[src/rtl/maxnet_pkg.sv]
// Shared constants and FSM encoding for the 4-neuron MaxNet loader.
// Sizing is fixed at four neurons; only the data width is a parameter of the top.
package maxnet_pkg;

   localparam int N_NEURONS     = 4;
   localparam int IDX_W         = 2;
   localparam int DEFAULT_WIDTH = 10;

   localparam int STATE_W = 2;

   localparam logic [STATE_W-1:0] ST_LOAD   = 2'd0;
   localparam logic [STATE_W-1:0] ST_START  = 2'd1;
   localparam logic [STATE_W-1:0] ST_RUN    = 2'd2;
   localparam logic [STATE_W-1:0] ST_REPORT = 2'd3;

   typedef logic [IDX_W-1:0]     idx_t;
   typedef logic [N_NEURONS-1:0] onehot_t;

endpackage

[src/rtl/index_decoder.sv]
// 2-to-4 one-hot decoder, purely combinational (zero latency).
// Used for both slot load enables and the reported winner.
module index_decoder
   import maxnet_pkg::*;
(
   input  logic [IDX_W-1:0]     idx,
   output logic [N_NEURONS-1:0] onehot
);

   always_comb begin
      onehot      = '0;
      onehot[idx] = 1'b1;
   end

endmodule

[src/rtl/maxnet_loader.sv]
// MaxNet loader: four handshaked words -> x1..x4, start pulse, wait finish, report winner.
// Latency: x updates on the accept edge; start one cycle after 4th accept; result one cycle after finish.
// Backpressure: in_ready only in LOAD; MAXNET_LOADER_SM_CONV_EN enables sign-magnitude input conversion.
module maxnet_loader
   import maxnet_pkg::*;
#(
   parameter int WIDTH = DEFAULT_WIDTH
) (
   input  logic                 clk,
   input  logic                 rst_n,
   input  logic                 in_valid,
   output logic                 in_ready,
   input  logic [WIDTH-1:0]     in_data,
   output logic [N_NEURONS-1:0] load_en,
   output logic [WIDTH-1:0]     x1,
   output logic [WIDTH-1:0]     x2,
   output logic [WIDTH-1:0]     x3,
   output logic [WIDTH-1:0]     x4,
   output logic                 start,
   input  logic                 finish,
   input  logic [IDX_W-1:0]     winner_idx,
   output logic                 result_valid,
   output logic [N_NEURONS-1:0] winner_onehot,
   output logic [WIDTH-1:0]     winner_value
);

   logic [STATE_W-1:0]  state;
   logic [STATE_W-1:0]  state_nxt;
   idx_t                cnt;
   logic [WIDTH-1:0]    raw [N_NEURONS];
   logic [WIDTH-1:0]    conv_dat;
   logic                xfer;
   logic                win_take;
   onehot_t             cnt_dec;
   onehot_t             win_dec;

   index_decoder u_load_dec (
      .idx    (cnt),
      .onehot (cnt_dec)
   );

   index_decoder u_win_dec (
      .idx    (winner_idx),
      .onehot (win_dec)
   );

   assign in_ready     = (state == ST_LOAD);
   assign xfer         = in_valid && in_ready;
   assign load_en      = xfer ? cnt_dec : '0;
   assign start        = (state == ST_START);
   assign result_valid = (state == ST_REPORT);
   // finish is only trusted in RUN: the done checker flags all-zero registers as done.
   assign win_take     = (state == ST_RUN) && finish;

`ifdef MAXNET_LOADER_SM_CONV_EN
   // Negative zero falls out naturally: 0 - 0 = 0.
   assign conv_dat = in_data[WIDTH-1] ? ({WIDTH{1'b0}} - {1'b0, in_data[WIDTH-2:0]})
                                      : in_data;
`else
   assign conv_dat = in_data;
`endif

   always_comb begin
      state_nxt = state;
      case (state)
         ST_LOAD:   if (xfer && (cnt == idx_t'(N_NEURONS - 1))) state_nxt = ST_START;
         ST_START:  state_nxt = ST_RUN;
         ST_RUN:    if (finish) state_nxt = ST_REPORT;
         ST_REPORT: state_nxt = ST_LOAD;
         default:   state_nxt = ST_LOAD;
      endcase
   end

   always_ff @(posedge clk or negedge rst_n) begin
      if (!rst_n) begin
         state         <= ST_LOAD;
         cnt           <= '0;
         x1            <= '0;
         x2            <= '0;
         x3            <= '0;
         x4            <= '0;
         winner_onehot <= '0;
         winner_value  <= '0;
         for (int i = 0; i < N_NEURONS; i++) raw[i] <= '0;
      end else begin
         state <= state_nxt;
         if (xfer) begin
            cnt      <= cnt + 1'b1;
            raw[cnt] <= in_data;
            if (cnt_dec[0]) x1 <= conv_dat;
            if (cnt_dec[1]) x2 <= conv_dat;
            if (cnt_dec[2]) x3 <= conv_dat;
            if (cnt_dec[3]) x4 <= conv_dat;
         end
         if (win_take) begin
            winner_onehot <= win_dec;
            winner_value  <= raw[winner_idx];
         end
      end
   end

endmodule

[config.mk]
export PLATFORM = sky130hd
export DESIGN_NAME = maxnet_loader
export DESIGN_NICKNAME = d
export VERILOG_FILES = /design/src/rtl/maxnet_pkg.sv /design/src/rtl/index_decoder.sv /design/src/rtl/maxnet_loader.sv
export SDC_FILE = /design/constraint.sdc
export NUM_CORES = 1
export LEC_CHECK = 0
export CORE_AREA = 2 2 82 84
export DETAILED_ROUTE_END_ITERATION = 7
export DIE_AREA = 0 0 84 86
export PLACE_DENSITY = 0.83
export REMOVE_ABC_BUFFERS = 1
export SETUP_SLACK_MARGIN = 0.02
export SLEW_MARGIN = 0
export SYNTH_ARGS = -nofsm -noshare
export SYNTH_HDL_FRONTEND = slang
export SYNTH_SLANG_ARGS = --single-unit
[constraint.sdc]
create_clock -name clk -period 1.43 [get_ports clk]
set_clock_uncertainty 0.15 [all_clocks]
set_input_delay 0.286 -clock clk [delete_from_list [all_inputs] [get_ports clk]]
set_output_delay 0.286 -clock clk [all_outputs]
set_load 0.03 [all_outputs]
[Word level (Yosys, flattened, before mapping)]
Index checks and enable logic that the tools add are counted.
Word-level totals
  register bits: 98
  input bits: 16
  output and inout port bits: 61
  word-level logic and storage cells: 54
Operators by class
  add/sub/neg operators: 1
  $lt $le $gt $ge: 7
  eq/ne operators: 6
  multiplexer cells: 14
  bitwise logic cells: 2
  reduce and logical (&&, ||, !) cells: 12
Operators with widths (count)
  bitwise mux 40 bit: 1
  2-to-1 mux 10 bit: 3
  binary-select mux 10 bit (select 2 bit): 1
  demux 10 bit (select 2 bit): 1
  AND reduction 2 bit: 5
  one-hot mux 2 bit (4 select lines): 1
  == test 2 bit, second input constant: 3
  >= comparator 3 bit, second input constant: 2
  logical AND 1 bit: 6
  less-than comparator 2 x 3 -> 1 bit, second input constant: 2
  inverter 2 -> 3 bit: 2
  demux 1 bit (select 2 bit): 2
  >= comparator 2 x 1 -> 1 bit, second input constant: 2
  2-to-1 mux 2 bit: 2
  2-to-1 mux 4 bit: 1
  less-than comparator 3 x 1 -> 1 bit, second input constant: 1
  adder 2 x 1 -> 2 bit, second input constant: 1
  == test 2 x 1 -> 1 bit, second input constant: 1
  logical NOT 2 bit: 1
  2-to-1 mux 1 bit: 2
  inequality test 2 x 1 -> 1 bit, second input constant: 1
  inequality test 2 bit, second input constant: 1

[Longest topological paths before layout]
Gate-level depths: netlist (run 1).
  depth after elaboration: 6
  mapped depth: 6
  depth with buffers taken out: 5

[Modules after synthesis]
Synthesis (run 1) repeated with hierarchy kept, for this count alone.
Unflattened totals
  cells, all modules: 276
  area total of the unflattened synthesis: 4241.6 µm²
By module, submodules not included
  maxnet_loader: times used 1, cells an instance 268, area each 4189.0 µm², sequential area each 2452.4 µm²
  index_decoder: times used 2, cells an instance 4, area each 26.3 µm², sequential area each 0.0 µm²

[Least setup slack after synthesis (run 1)]
No wires, ideal clock.
  path kind: register to output
  start: reg state[0]
  end: out load_en[0]
  data arrival time: 1466 ps
  required time: 994 ps
  path slack: -472 ps
  cell stages (with the launch flop): 6
  buffers on the path: 1
  cells stage by stage: dfrtp_1 inv_1 ha_1 nand3_1 buf_6 inv_1
Between the ends
  word-level cells in the longest chain between the ends: 3
Ends and longest elaborated chain
  start: declaration: RTL line maxnet_loader.sv:27  | logic [STATE_W-1:0] state;
  start signal: assignment: RTL line maxnet_loader.sv:86  | state <= state_nxt;
  logical NOT 2 bit: RTL line maxnet_loader.sv:47  | assign in_ready = (state == ST_LOAD);
  via in_ready: RTL line maxnet_loader.sv:12  | output logic in_ready,
  logical AND 1 bit: RTL line maxnet_loader.sv:48  | assign xfer = in_valid && in_ready;
  2-to-1 mux 4 bit: RTL line maxnet_loader.sv:49  | assign load_en = xfer ? cnt_dec : '0;
  end: declaration: RTL line maxnet_loader.sv:14  | output logic [N_NEURONS-1:0] load_en,
The timed path passes the listed nets, and every way through them passes these cells.

[Worst setup path after layout (run 1)]
  start: reg cnt[1]
  end: out load_en[1]
Between the ends
  word-level cells in the longest chain between the ends: 5
  elaborated cells between the ends (all ways): 6
  classes of those cells: 2 x order compare; 3 x mux; 1 x reduce/logical
Ends and longest elaborated chain
  start: declaration: RTL line maxnet_loader.sv:29  | idx_t cnt;
  start signal: assignment: RTL line maxnet_loader.sv:88  | cnt <= cnt + 1'b1;
  less-than comparator 2 x 3 -> 1 bit (not written as such) or >= comparator 2 x 1 -> 1 bit (tied branches): RTL line index_decoder.sv:12  | onehot[idx] = 1'b1;
  logical AND 1 bit (not written as such): RTL line index_decoder.sv:12
  2-to-1 mux 1 bit (not written as such): RTL line index_decoder.sv:12
  demux 1 bit (select 2 bit) (*)
  2-to-1 mux 4 bit (*): RTL line maxnet_loader.sv:49
Mark *: on every way between the ends. The rest lies on a longest branch, timed or not.

==> insert_results.sql, run 1 <==
INSERT INTO impl_metrics (metric_group, metric, value, unit) VALUES
('status', 'outcome', 'finished with violations', ''),
('status', 'failing_checks', 'setup timing', ''),
('setup_path', 'worst_r2r_path_depth', '7', ''),
('setup_path', 'crit_family', 'flip-flops', ''),
('sta', 'timing.final.crit_share', '128', '%'),
('routing', 'wl_per_cell', '18.4', 'µm'),
('setup_path', 'worstPathMaxFanout', '4', ''),
('placement', 'gpl.final_weighted_congestion', '0.808', ''),
('routing', 'dr.first_iter.drc_count', '82', ''),
('setup_path', 'critPathCaptureType', 'output port', ''),
('setup_path', 'critPathKind', 'reg -> out', ''),
('clock_network', 'tritoncts.num_buffers', '9', ''),
('floorplanning', 'die_y', '86', 'µm'),
('synthesis', 'post-synth-top-area-cell', 'sky130_fd_sc_hd__dfrtp_1', ''),
('final_layout', 'post_layout_cell_count', '386', ''),
('run', 'max-cap-violations', '0', ''),
('setup_path', 'crit_slowest_cell', 'sky130_fd_sc_hd__dfrtp_2', ''),
('power', 'power.clock.fraction', '14.6', '%'),
('setup_path', 'critical_path.startpoint_type', 'flip-flop', ''),
('sta', 'hold_ws', '0.330', 'ns'),
('setup_path', 'worstPathArrival', '1.39', 'ns'),
('sta', 'grt_setup_unrepaired', 'yes', ''),
('clock_network', 'clkSlewWorstSetupHoldPaths', '0.07', 'ns'),
('synthesis', 'post_synth_num_cell_types', '22', ''),
('routing', 'via_per_inst', '5.21', ''),
('final_layout', 'layout-drive-gt1-share', '63.4', '%'),
('synthesis', 'synth.area.top_cells', 'sky130_fd_sc_hd__dfrtp_1, sky130_fd_sc_hd__mux2_2, sky130_fd_sc_hd__mux2i_1', ''),
('power', 'vdd.ir_drop.worst', '0.00162', 'V'),
('power', 'cellPowerDensity', '2570', 'nW/µm²'),
('synthesis', 'yosysSeqAreaShare', '56.1', '%'),
('final_layout', 'insertedDiodeCount', '0', ''),
('synthesis', 'netlist_area', '2580', 'µm²'),
('final_layout', 'leading_cell_type_in_the_layout_fill_and_taps_excluded', 'sky130_fd_sc_hd__buf_4', ''),
('clock_network', 'cts_tree', 'yes', ''),
('clock_network', 'clock_latency', '0.33', 'ns'),
('sta', 'maxClockFrequency', '546', 'MHz'),
('floorplanning', 'floorplan.initialDensity', '41.2', '%'),
('grt', 'grt_pass1_wl', '11.1', 'mm'),
('synthesis', 'yosysWarnings', '0', ''),
('clock_network', 'h-tree-depth', '3', ''),
('sta', 'setup_viol', '65', ''),
('sta', 'maxSlewHeadroom', '71.8', '%'),
('placement', 'buffer_ports.inserted', '76', ''),
('sta', 'final_period_minus_worst_setup_slack', '1.83', 'ns'),
('routing', 'antenna_left', '0', ''),
('setup_path', 'r2r-start', 'state[0]$_DFFE_PN0P_', ''),
('routing', 'remaining_drc_errors', '0', ''),
('synthesis', 'synth_cells', '189', ''),
('power', 'net-switching-power', '0.00446', 'W'),
('power', 'p_leak', '1.94', 'nW'),
('sta', 'timing.final.ws_setup', '-0.401', 'ns'),
('final_layout', 'area.growth.synth_to_final', '58.0', '%'),
('setup_path', 'cp_cell_sequence', 'inv_2, ha_4, nand3_2, buf_6, inv_2, buf_6', ''),
('setup_path', 'rr_endpoint', 'state[1]$_DFFE_PN0P_', ''),
('clock_network', 'clock_path_buffers', '2', ''),
('sta', 'fin_tns_setup', '-10.84', 'ns'),
('placement', 'dp_hpwl', '4.55', 'mm'),
('power', 'report.power.total', '0.0105', 'W'),
('power', 'power.combinational.fraction', '55.4', '%'),
('floorplanning', 'row_count', '29', ''),
('synthesis', 'ys_seq_elements', '58', ''),
('clock_network', 'tritoncts_num_sinks', '58', ''),
('sta', 'worstMarginPinSlew', '0.422', 'ns'),
('floorplanning', 'floorplan.die_area', '7220', 'µm²'),
('final_layout', 'finalCoreUtilization', '65.1', '%'),
('grt', 'antenna_found_initial', '0', ''),
('synthesis', 'synth_largest_type_area_fraction', '56.1', '%'),
('power', 'cellInternalPower', '0.00605', 'W'),
('routing', 'vias', '2010', ''),
('setup_path', 'timing.reg2reg.setup_slack', '-0.26', 'ns'),
('floorplanning', 'die_w', '84', 'µm');
[cell families after synthesis]
kind of cell	count (synthesis)	share of synthesized area, %
AO/OA/AOI/OAI	16	5.03
XOR/XNOR	1	0.339
adder cells (fa/ha/maj)	8	3.87
buffers and inverters	17	3.92
flip-flops	58	56.1
multiplexers	62	26.0
AND/OR/NAND/NOR	27	4.65
[flip-flops by register name, summed over array words and instances (netlist names)]
signal and count:
x3 10, cnt 2, x4 10, x1 10
winner_value 10, winner_onehot 4, x2 10, state 2
[synth_stat cells]
cell and n:
sky130_fd_sc_hd__mux2i_1 20, sky130_fd_sc_hd__nand3_1 5, sky130_fd_sc_hd__o31ai_1 1, sky130_fd_sc_hd__mux2_2 42
sky130_fd_sc_hd__o221ai_2 1, sky130_fd_sc_hd__nor2b_1 1, sky130_fd_sc_hd__nand2_1 17, sky130_fd_sc_hd__nand2_2 1
sky130_fd_sc_hd__o21ai_0 3, sky130_fd_sc_hd__buf_6 4, sky130_fd_sc_hd__dfrtp_1 58, sky130_fd_sc_hd__xnor2_1 1
sky130_fd_sc_hd__buf_4 1, sky130_fd_sc_hd__o22a_1 1, sky130_fd_sc_hd__or2_1 1, sky130_fd_sc_hd__nand2b_1 2
sky130_fd_sc_hd__clkbuf_1 1, sky130_fd_sc_hd__ha_1 8, sky130_fd_sc_hd__buf_2 3, sky130_fd_sc_hd__inv_1 8
sky130_fd_sc_hd__a21oi_1 1, sky130_fd_sc_hd__o221ai_1 9
[power groups by stage]
stage,sequential [W],clock (W),combinational [W]
3_3_place_gp,0.00309,0,0.00482
3_5_place_dp,0.00313,0,0.00495
6_report,0.00316,0.00153,0.00582
2_1_floorplan,0.00443,0,0.00146
5_1_grt,0.00326,0.00166,0.00612
4_1_cts,0.00312,0.00156,0.00560
[routing by layer]
| layer | wire length [µm] | up-vias | track usage [%] |
|---|---|---|---|
| met5 | 0 | - | 0 |
| met4 | 44 | 0 | 6.74 |
| met2 | 3710 | 70 | 35.1 |
| met1 | 2930 | 1032 | 24.9 |
| li1 | - | 903 | - |
| met3 | 429 | 5 | 5.77 |
[worst max path at each step]
stage / startpoint / to / slack [ns] / cells after the start
5_1_grt: state[1]$_DFFE_PN0P_ / load_en[3] / -0.46 / 6
4_1_cts: cnt[1]$_DFFE_PN0P_ / load_en[1] / -0.40 / 6
2_1_floorplan: state[0]$_DFFE_PN0P_ / load_en[0] / -0.64 / 4
3_5_place_dp: in_valid / x4[1]$_DFFE_PN0P_ / -0.41 / 4
6_report: cnt[1]$_DFFE_PN0P_ / load_en[1] / -0.40 / 6
3_3_place_gp: in_valid / load_en[1] / -0.37 / 5
[area by class of cell]
| cell class | count | area, µm² |
|---|---|---|
| clock buffer | 11 | 151 |
| clock inverter | 5 | 52.6 |
| fill | 458 | 2190 |
| inverter | 8 | 30.0 |
| multi-input combinational | 115 | 1260 |
| sequential | 58 | 1450 |
| tap | 77 | 96.3 |
| timing repair buffer | 112 | 1040 |
[worst reg2reg max path: stages (launching register included)]
cell,delay [ns]
sky130_fd_sc_hd__dfrtp_1,0.36
sky130_fd_sc_hd__inv_2,0.06
sky130_fd_sc_hd__buf_4,0.13
sky130_fd_sc_hd__buf_6,0.11
sky130_fd_sc_hd__ha_4,0.18
sky130_fd_sc_hd__nor2b_4,0.13
sky130_fd_sc_hd__a21oi_2,0.16
sky130_fd_sc_hd__mux2_4,0.31
[metrics by stage]
step	cell area (µm²)	setup slack, ns
after floorplan	2510	-0.638
after global placement	3450	-0.365
after global routing	4080	-0.463
after detailed placement	3450	-0.405
final	4080	-0.401
after CTS	3970	-0.395
[timing repair]
item                                    CTS  global route
pin swaps                                10            12
buffers inserted                          9             4
hold buffers                              1             0
hold endpoints to repair                 58             0
endpoints found under the setup margin   63            65
gates resized for setup                  66            13
gates cloned                              1             2
Note: power is estimated with default switching activity, not from simulation.
==> inputs of run 2 (changes only) <==
--- a/config.mk
+++ b/config.mk
@@ -5,9 +5,9 @@
 export SDC_FILE = /design/constraint.sdc
 export NUM_CORES = 1
 export LEC_CHECK = 0
-export CORE_AREA = 2 2 82 84
+export CORE_AREA = 2 2 70 98
 export DETAILED_ROUTE_END_ITERATION = 7
-export DIE_AREA = 0 0 84 86
+export DIE_AREA = 0 0 72 100
 export PLACE_DENSITY = 0.83
 export REMOVE_ABC_BUFFERS = 1
 export SETUP_SLACK_MARGIN = 0.02
==> run 2 against run 1 <==
Compared with the run above:
- the run still ends with setup timing left
- die area fell by 0.33%
- worst setup slack got worse by 0.031 ns
- combinational power rose by 3%
- non-clock buffer count rose by 10
- hold slack got worse by 0.0039 ns
- fmax fell by 1.7%
- largest cell class unchanged
==> insert_results.sql, run 2 (synthesized netlist as in run 1, its figures left out) <==
INSERT INTO impl_metrics (metric_group, metric, value, unit) VALUES
('placement', 'dp_hpwl', '4.63', 'mm'),
('setup_path', 'cp_cell_sequence', 'ha_2, nand3_2, buf_6, inv_2, buf_6', ''),
('sta', 'maxSlewHeadroom', '75.3', '%'),
('sta', 'timing.final.ws_setup', '-0.432', 'ns'),
('power', 'power.combinational.fraction', '54.8', '%'),
('setup_path', 'worstPathArrival', '1.43', 'ns'),
('placement', 'gpl.final_weighted_congestion', '0.746', ''),
('clock_network', 'cts_tree', 'yes', ''),
('grt', 'grt.total_usage', '21.4', '%'),
('clock_network', 'tritoncts.num_buffers', '9', ''),
('routing', 'dr.first_iter.drc_count', '160', ''),
('power', 'p_leak', '2.00', 'nW'),
('placement', 'placement.setup.worst_slack', '-0.469', 'ns'),
('sta', 'finalHoldViolCount', '0', ''),
('status', 'failing_checks', 'setup timing', ''),
('routing', 'remaining_drc_errors', '0', ''),
('sta', 'hold_ws', '0.326', 'ns'),
('setup_path', 'timing.reg2reg.setup_slack', '-0.41', 'ns'),
('sta', 'worstMarginPinSlew', '0.361', 'ns'),
('clock_network', 'clock_latency', '0.35', 'ns'),
('sta', 'grt_setup_unrepaired', 'yes', ''),
('setup_path', 'worstPathMaxFanout', '4', ''),
('setup_path', 'worst_r2r_path_depth', '8', ''),
('setup_path', 'critPathKind', 'reg -> out', ''),
('grt', 'grt_max_degree', '59', ''),
('sta', 'fin_tns_setup', '-15.67', 'ns'),
('floorplanning', 'die_y', '100', 'µm'),
('grt', 'grt_pass1_wl', '11.4', 'mm'),
('power', 'cellInternalPower', '0.00630', 'W'),
('setup_path', 'critPathCaptureType', 'output port', ''),
('floorplanning', 'floorplan.initialDensity', '40.2', '%'),
('sta', 'maxClockFrequency', '537', 'MHz'),
('final_layout', 'insertedDiodeCount', '0', ''),
('sta', 'final-max-slew-violation-count', '0', ''),
('grt', 'first_global_vias', '2175', ''),
('routing', 'drt-pass1-iter-count', '4', ''),
('floorplanning', 'floorplan.die_area', '7200', 'µm²'),
('routing', 'vias', '2006', ''),
('routing', 'via_per_inst', '5.12', ''),
('power', 'power.clock.fraction', '16.1', '%'),
('setup_path', 'crit_family', 'flip-flops', ''),
('clock_network', 'cts-root-buf', 'sky130_fd_sc_hd__clkbuf_8', ''),
('floorplanning', 'die_w', '72', 'µm'),
('clock_network', 'tritoncts_num_sinks', '58', ''),
('power', 'net-switching-power', '0.00458', 'W'),
('setup_path', 'r2r-start', 'state[1]$_DFFE_PN0P_', ''),
('power', 'fraction_of_power_spent_switching_nets', '42.1', '%'),
('clock_network', 'clock_path_buffers', '2', ''),
('hold_path', 'timing.hold.worst.class', 'in -> async', ''),
('grt', 'grt-ovfl-total', '0', ''),
('final_layout', 'most-common-layout-cells', 'sky130_fd_sc_hd__buf_4, sky130_fd_sc_hd__dfrtp_1, sky130_fd_sc_hd__mux2_2, sky130_fd_sc_hd__buf_6, sky130_fd_sc_hd__mux2i_1', ''),
('routing', 'wl_per_cell', '19.3', 'µm'),
('routing', 'antenna_left', '0', ''),
('clock_network', 'clkSlewWorstSetupHoldPaths', '0.07', 'ns'),
('setup_path', 'crit_slowest_cell', 'sky130_fd_sc_hd__dfrtp_2', ''),
('floorplanning', 'row_count', '35', ''),
('setup_path', 'critical_path.most_common_cell', 'sky130_fd_sc_hd__buf_6', ''),
('setup_path', 'path_buf_inv', '3', ''),
('setup_path', 'critical_path.startpoint_type', 'flip-flop', ''),
('floorplanning', 'num_io_pins', '77', ''),
('final_layout', 'fin_nets', '337', ''),
('grt', 'antenna_found_initial', '0', ''),
('sta', 'timing.final.crit_share', '130', '%'),
('run', 'max-cap-violations', '0', ''),
('clock_network', 'h-tree-depth', '3', ''),
('final_layout', 'leading_cell_type_in_the_layout_fill_and_taps_excluded', 'sky130_fd_sc_hd__buf_4', ''),
('setup_path', 'timing.critical_path.required', '0.99', 'ns'),
('power', 'vdd.ir_drop.worst', '0.00128', 'V'),
('setup_path', 'worst_path_largest_cell_delay', '0.44', 'ns'),
('routing', 'totalWireLength', '7.57', 'mm'),
('sta', 'setup_viol', '65', ''),
('sta', 'final_period_minus_worst_setup_slack', '1.86', 'ns'),
('final_layout', 'layout-drive-gt1-share', '63.5', '%'),
('power', 'cellPowerDensity', '2600', 'nW/µm²'),
('floorplanning', 'core_footprint', '6440', 'µm²'),
('final_layout', 'finalCoreUtilization', '64.9', '%'),
('placement', 'buffer_ports.inserted', '76', ''),
('setup_path', 'rr_endpoint', 'x1[0]$_DFFE_PN0P_', ''),
('final_layout', 'area.growth.synth_to_final', '61.7', '%'),
('status', 'outcome', 'finished with violations', ''),
('final_layout', 'fillers', '456', ''),
('power', 'report.power.total', '0.0109', 'W'),
('power', 'sequentialPowerShare', '29.0', '%');
## run 2: cell types whose count changed in the layout (fill, tap and decap cells not counted), moves of 2 or more
cell,previous run,this run
sky130_fd_sc_hd__buf_12,5,3
sky130_fd_sc_hd__buf_4,68,74
sky130_fd_sc_hd__buf_6,21,26
sky130_fd_sc_hd__clkinv_2,3,1
sky130_fd_sc_hd__ha_1,2,0
sky130_fd_sc_hd__mux2_2,41,38
sky130_fd_sc_hd__mux2_4,1,4
sky130_fd_sc_hd__o21ai_1,1,3
sky130_fd_sc_hd__o21ai_2,2,0
## run 2: worst max path at each step
stage                         start    endpoint  cells past startpoint
6_report         cnt[0]$_DFFE_PN0P_  load_en[3]                      5
5_1_grt        state[0]$_DFFE_PN0P_  load_en[2]                      6
4_1_cts        state[1]$_DFFE_PN0P_  load_en[0]                      6
3_5_place_dp               in_valid  load_en[0]                      5
3_3_place_gp               in_valid  load_en[0]                      5
2_1_floorplan  state[0]$_DFFE_PN0P_  load_en[0]                      4
## run 2: metal layers
layer | GRT usage (%) | vias to the layer above | part of all wire [%]
li1 | - | 917 | -
met1 | 23.1 | 999 | 37
met2 | 37.4 | 73 | 56
met3 | 5.12 | 17 | 4.2
met4 | 12.8 | 0 | 2.5
met5 | 0 | - | 0
## run 2: final cells by class
type	instances	area, µm²	area share [%]
Inverter	8	32.5	0.778
Sequential cell	58	1450	34.7
Clock buffer	12	155	3.71
Timing Repair Buffer	122	1120	26.8
Tap cell	74	92.6	2.21
Clock inverter	4	73.8	1.77
Multi-Input combinational cell	114	1250	30.0
## run 2: power groups by stage
stage	combinational [W]	sequential (W)	clock (W)
after floorplan	0.00146	0.00443	0
after global placement	0.00480	0.00308	0
after detailed placement	0.00491	0.00311	0
after CTS	0.00559	0.00310	0.00175
after global routing	0.00631	0.00325	0.00185
final	0.00597	0.00316	0.00176
## run 2: per-stage QoR
stage               area, µm²  std cells
floorplan                2510        180
global placement         3420        355
detailed placement       3420        355
CTS                      4010        387
global route             4180        392
finish                   4180        392
## run 2: timing repair
action / 4_1_cts / 5_1_grt
cloned: 1 / 0
pin swaps: 6 / 5
hold buffers: 1 / 0
buffers inserted: 33 / 6
endpoints found under the hold margin: 58 / 0
gates resized for setup: 55 / 35
setup endpoints to repair: 65 / 68
## run 2: worst register-to-register path, delay by kind of cell, from the launching register on
kind,cells,cell delay (ns)
buffers and inverters,5,0.63
DFF,1,0.39
muxes,1,0.27
adders and majority gates,1,0.18
and+or+nand+nor,1,0.11
==> inputs of run 3 (changes only) <==
--- a/config.mk
+++ b/config.mk
@@ -5,6 +5,7 @@
 export SDC_FILE = /design/constraint.sdc
 export NUM_CORES = 1
 export LEC_CHECK = 0
+export CAP_MARGIN = 30
 export CORE_AREA = 2 2 70 98
 export DETAILED_ROUTE_END_ITERATION = 7
 export DIE_AREA = 0 0 72 100
==> results of run 3 <==
The final DEF is identical to that of run 2; final timing and power are the same.
